File: config.mk
export PLATFORM = sky130hd
export DESIGN_NAME = regfile_scoreboard
export DESIGN_NICKNAME = d
export VERILOG_FILES = /design/src/rtl/regfile_scoreboard_pkg.sv /design/src/rtl/regfile_scoreboard_dec.sv /design/src/rtl/regfile_scoreboard.sv
export SDC_FILE = /design/constraint.sdc
export NUM_CORES = 2
export LEC_CHECK = 0
export BUFFER_PORTS_ARGS = -buffer_cell sky130_fd_sc_hd__buf_2
export CAP_MARGIN = 5
export CORE_MARGIN = 2
export CORE_UTILIZATION = 39
export CTS_CLUSTER_SIZE = 24
export DETAILED_ROUTE_END_ITERATION = 8
export PLACE_DENSITY_LB_ADDON = 0.08
export REMOVE_ABC_BUFFERS = 1
export SYNTH_ARGS = -nofsm -noshare
export SYNTH_HDL_FRONTEND = slang
export SYNTH_SLANG_ARGS = --single-unit
export TNS_END_PERCENT = 50
File: constraint.sdc
create_clock -name clock -period 31.2 [get_ports clock]
set_clock_uncertainty 0.2 [all_clocks]
set_input_delay 1.56 -clock clock [delete_from_list [all_inputs] [get_ports clock]]
set_output_delay 1.56 -clock clock [all_outputs]
set_load 0.02 [all_outputs]
File: src/rtl/regfile_scoreboard_pkg.sv
// regfile_scoreboard shared constants.
// Used by the register file, its scoreboard and the write/issue decoders.
package regfile_scoreboard_pkg;
  localparam int REG_IDX_W = 5;
  localparam int NREG = 32;
  localparam int DATA_W = 32;
  localparam int CNT_W = 6;
  localparam logic [REG_IDX_W-1:0] REG_ZERO = 5'd0;
endpackage

File: src/rtl/regfile_scoreboard_dec.sv
// 5-to-32 one-hot decoder.
// Shared by the writeback select and the issue select.
module regfile_scoreboard_dec
  import regfile_scoreboard_pkg::*;
(
  input  logic [REG_IDX_W-1:0] idx,
  output logic [NREG-1:0]      onehot
);
  always_comb begin
    onehot = '0;
    onehot[idx] = 1'b1;
  end
endmodule

File: src/rtl/regfile_scoreboard.sv
// 32x32 register file with per-register busy scoreboard.
// Optional same-cycle write-to-read forwarding: REGFILE_BYPASS_EN.
module regfile_scoreboard #(
  parameter int DATA_W = 32
) (
  input  logic              clock,
  input  logic              ctrl_reset,
  input  logic              ctrl_writeEnable,
  input  logic [4:0]        ctrl_writeReg,
  input  logic [DATA_W-1:0] data_writeReg,
  input  logic [4:0]        ctrl_readRegA,
  input  logic [4:0]        ctrl_readRegB,
  output logic [DATA_W-1:0] data_readRegA,
  output logic [DATA_W-1:0] data_readRegB,
  input  logic              issue_valid,
  input  logic [4:0]        issue_rd,
  output logic              busy_A,
  output logic              busy_B,
  output logic [5:0]        busy_count
);
  import regfile_scoreboard_pkg::REG_IDX_W;
  import regfile_scoreboard_pkg::NREG;
  import regfile_scoreboard_pkg::CNT_W;
  import regfile_scoreboard_pkg::REG_ZERO;

  logic [DATA_W-1:0] regs [NREG];
  logic [NREG-1:0]   busy;
  logic [NREG-1:0]   busy_nxt;
  logic [CNT_W-1:0]  cnt_nxt;
  logic [NREG-1:0]   wr_oh;
  logic [NREG-1:0]   iss_oh;

  regfile_scoreboard_dec u_wr_dec (
    .idx    (ctrl_writeReg),
    .onehot (wr_oh)
  );

  regfile_scoreboard_dec u_iss_dec (
    .idx    (issue_rd),
    .onehot (iss_oh)
  );

  // Issue beats writeback: a newer producer is still in flight.
  always_comb begin
    busy_nxt = busy;
    for (int i = 1; i < NREG; i++) begin
      if (issue_valid && iss_oh[i])
        busy_nxt[i] = 1'b1;
      else if (ctrl_writeEnable && wr_oh[i])
        busy_nxt[i] = 1'b0;
    end
    busy_nxt[0] = 1'b0;
  end

  always_comb begin
    cnt_nxt = '0;
    for (int i = 0; i < NREG; i++)
      cnt_nxt = cnt_nxt + CNT_W'(busy_nxt[i]);
  end

  always_ff @(posedge clock or posedge ctrl_reset) begin
    if (ctrl_reset) begin
      for (int i = 0; i < NREG; i++)
        regs[i] <= '0;
      busy       <= '0;
      busy_count <= '0;
    end else begin
      for (int i = 1; i < NREG; i++)
        if (ctrl_writeEnable && wr_oh[i])
          regs[i] <= data_writeReg;
      busy       <= busy_nxt;
      busy_count <= cnt_nxt;
    end
  end

`ifdef REGFILE_BYPASS_EN
  logic fwd_a, fwd_b;
  logic iss_a, iss_b;

  assign fwd_a = !ctrl_reset && ctrl_writeEnable
               && ctrl_writeReg == ctrl_readRegA
               && ctrl_readRegA != REG_ZERO;
  assign fwd_b = !ctrl_reset && ctrl_writeEnable
               && ctrl_writeReg == ctrl_readRegB
               && ctrl_readRegB != REG_ZERO;
  assign iss_a = issue_valid && issue_rd == ctrl_readRegA;
  assign iss_b = issue_valid && issue_rd == ctrl_readRegB;

  assign data_readRegA = fwd_a ? data_writeReg : regs[ctrl_readRegA];
  assign data_readRegB = fwd_b ? data_writeReg : regs[ctrl_readRegB];
  assign busy_A = busy[ctrl_readRegA] && !(fwd_a && !iss_a);
  assign busy_B = busy[ctrl_readRegB] && !(fwd_b && !iss_b);
`else
  assign data_readRegA = regs[ctrl_readRegA];
  assign data_readRegB = regs[ctrl_readRegB];
  assign busy_A = busy[ctrl_readRegA];
  assign busy_B = busy[ctrl_readRegB];
`endif

  logic unused_ok;
  assign unused_ok = ^{REG_IDX_W};
endmodule

==> run_results.csv <==
group,metric,value,unit
finish,fillers,13000,
timing,maxSlewHeadroom,0.206,
pwr,peakVddDrop,0.197,mV
detailed_routing,dr.pass1.iters,5,
finish,fin_util,0.432,
worst_setup_path,cp_cell_sequence,"buf_2, nor3b_2, nand2_4, a22oi_1, fa_1, fa_1, inv_1, fa_1, fa_1, fa_1, inv_1, fa_1, fa_1, inv_1, fa_1, nand2_1, nand2_1, a21oi_1, xnor2_1",
detailed_routing,first_iter_violations,2520,
yosys,synth.area.mux_share,0.408,
timing,max_freq,132,MHz
detailed_routing,drtAntennaViolNets,0,
detailed_routing,wl,184,mm
finish,syn2layout_area_growth,10.4,%
worst_setup_path,path_buf_inv,4,
timing,fin_crit,7.60,ns
timing,rsz0062_at_grt,"false",
clocking,cts_setup_buffers,0,
placement,dp.cells,5531,
die,initial_core_util,0.391,
finish,drive_gt1_frac,0.476,
finish,final_cell_area,0.0618,mm^2
timing,drv_slew,0,
detailed_routing,viasPerCell,6.11,
finish,nets,3837,
clocking,clk_latency,0.75,ns
pwr,power_density,71.7,mW/mm^2
yosys,synth_compound_area_frac,0.0675,
die,die_w,383,um
detailed_routing,drcViolationCount,0,
die,fp.dieArea,0.147,mm^2
yosys,synth_cell_type_count,43,
worst_setup_path,crit_path_end_kind,"register",
detailed_routing,num_vias,35100,
die,core_area,0.143,mm^2
worst_setup_path,slowest_stage,"nor3b_2",
run_status,outcome,"finished, final reports clean",
worst_setup_path,cpPeakStageDelay,0.81,ns
yosys,syn_inst,3839,
placement,gp_congestion,0.771,
clocking,cts_tree,"built",
die,die_h,383,um
placement,port_buffers,127,
yosys,syn_area,0.0560,mm^2
worst_setup_path,worst_ep_required_time,31.67,ns
yosys,synth_warnings,32,
grt,grt_max_degree,135,
grt,grt_pass1_vias,36600,
yosys,yosys.area_share.adder,0.00979,
pwr,finalPower,4.43,mW
grt,grt_util_all_layers,0.252,
clocking,numCtsBuffers,121,
yosys,synthXorXnorAreaFrac,0.000313,
clocking,cts_resized,0,
die,row_count,139,
worst_setup_path,arrival,8.07,ns
finish,multiInputGateArea,0.0284,mm^2
yosys,ys_seq_elements,1029,
finish,register_area,0.0257,mm^2
timing,finalCritPeriodShare,0.244,
clocking,cts_buffer_depth,3,
die,io_pins,128,
worst_setup_path,crit_type,"primary input to register",
yosys,synth_top_family_by_area,"multiplexers",
clocking,cts.sinks,1029,
timing,setup_tns,0,ns
timing,tightest_slew,1.18,ns
yosys,synth_simple_gate_area_frac,0.0169,
worst_setup_path,critPathMostFrequentCell,"fa_1",
worst_setup_path,critPathMaxFanout,33,
worst_setup_path,crit_path_start_kind,"primary input",
worst_hold_path,min_path_type,"register to register",
grt,grt_pass1_wl,269,mm
pwr,p_leak,27.4,nW
flow_run,drv_cap,0,
yosys,avgSynthCellArea,14.6,um^2
placement,placed_cell_area,0.0580,mm^2
worst_setup_path,path_delay_family,"adder cells",
clocking,ctsHtreeMaxLevel,3,
clocking,clockRootBuffer,"clkbuf_16",
finish,fin_cells,5747,
placement,dp_hpwl,99.0,mm
yosys,seq_area_frac_synth,0.460,
grt,grt_antenna_before_repair,5,
timing,setup_viol,0,
timing,finalHoldViolations,0,
detailed_routing,routedWlPerCell,32.1,um
grt,grt_overflow_total,0,
clocking,clk_pin_slew_worst_paths,0.06,ns
finish,diodes,0,
clocking,cts_hold_buf,0,
-- sequential cells by signal, indices dropped and copies added (netlist names) --
name and count:
regs 992, busy 31, busy_count 6
-- area by class of cell --
type,instances,share of cell area
tap,1903,0.0385
clock inverter,39,0.00555
timing repair buffer,201,0.0205
sequential,1029,0.417
inverter,45,0.00285
clock buffer,177,0.0566
multi-input combinational,2353,0.459
-- metal layers --
layer / global-route usage / part of all wire
met2: 0.392 / 0.46
met3: 0.0378 / 0.050
met1: 0.370 / 0.47
met5: 0 / 0.00018
met4: 0.0623 / 0.022
-- layout by cell type (no fill, tap or decap), types with 3 or more instances in the layout --
master and instances:
dfrtp_1 1029, inv_6 5, mux2i_1 200, mux2_1 64, ha_1 7, clkbuf_1 30
inv_1 42, mux4_2 396, a211oi_1 66, nor2b_4 6, and3_1 4, o21ai_1 64
o31ai_1 66, buf_2 117, nor2_1 6, nand2_4 25, clkinv_2 26, clkbuf_16 121
nor3b_2 4, o22ai_1 66, fa_1 23, nor3b_1 5, bufinv_16 4, buf_8 4
nand2_1 18, nor2_4 8, a22o_1 214, nand3b_1 3, clkbuf_8 26, mux2_2 993
and3b_1 6, and2_1 66, buf_4 77, o21ai_0 8, a22oi_1 16
-- Yosys cell counts, drive strengths merged --
master  count  area share
a211oi     66      0.0088
a21boi      1     0.00013
a21oi       1    0.000089
a22o      214       0.033
a22oi      16      0.0021
and2       68      0.0076
and3        4     0.00045
and3b       6     0.00094
buf       216       0.022
clkbuf    196       0.013
dfrtp    1029        0.46
fa         23      0.0082
ha          7      0.0016
inv        45      0.0030
mux2     1057        0.21
mux2i     200       0.036
mux4      396        0.16
nand2      45      0.0030
nand2b      2     0.00022
nand3       2     0.00018
nand3b      3     0.00040
nor2       14      0.0012
nor2b       7     0.00078
nor3        2     0.00018
nor3b       9      0.0016
o21a        1     0.00013
o21ai      72      0.0064
o22ai      66      0.0074
o31ai      66      0.0088
or2         2     0.00022
or3b        1     0.00016
xnor2       1     0.00016
xor2        1     0.00016
-- report_power, final --
part           switching (mW)  leakage, nW  internal [mW]
combinational           0.574         12.4          0.663
clock                   0.594         1.91          0.803
sequential              0.185         13.1           1.61
total                    1.35         27.4           3.08
-- through the flow --
step                      hold WS (ns)  setup WS [ns]
after floorplan                  0.270          0.482
after global placement           0.282          22.91
after detailed placement         0.292          22.86
after CTS                        0.306          23.54
after global routing             0.324          23.34
final                            0.302          23.60
-- cell families (layout without fill, tap and decap cells) --
logic type      after synthesis  count (layout)
mux                        1653            1653
flops                      1029            1029
compound gates              503             503
buf+inv                     457             462
simple gates                165             165
fa+ha+maj                    30              30
xor+xnor                      2               2
-- worst paths after layout --
check                           cells after the start  slack (ns)            end              from
worst min register to register                      1        0.30      regs[351]         regs[351]
worst max register to register                     18       25.97  busy_count[4]          busy[24]
max in group asynchronous                           5       27.06      regs[655]        ctrl_reset
min in group asynchronous                           2        0.73      regs[531]        ctrl_reset
worst min-delay path                                1        0.30      regs[351]         regs[351]
worst max-delay path                               19       23.60  busy_count[4]  ctrl_writeReg[1]
(Power assumes the default switching activity.)
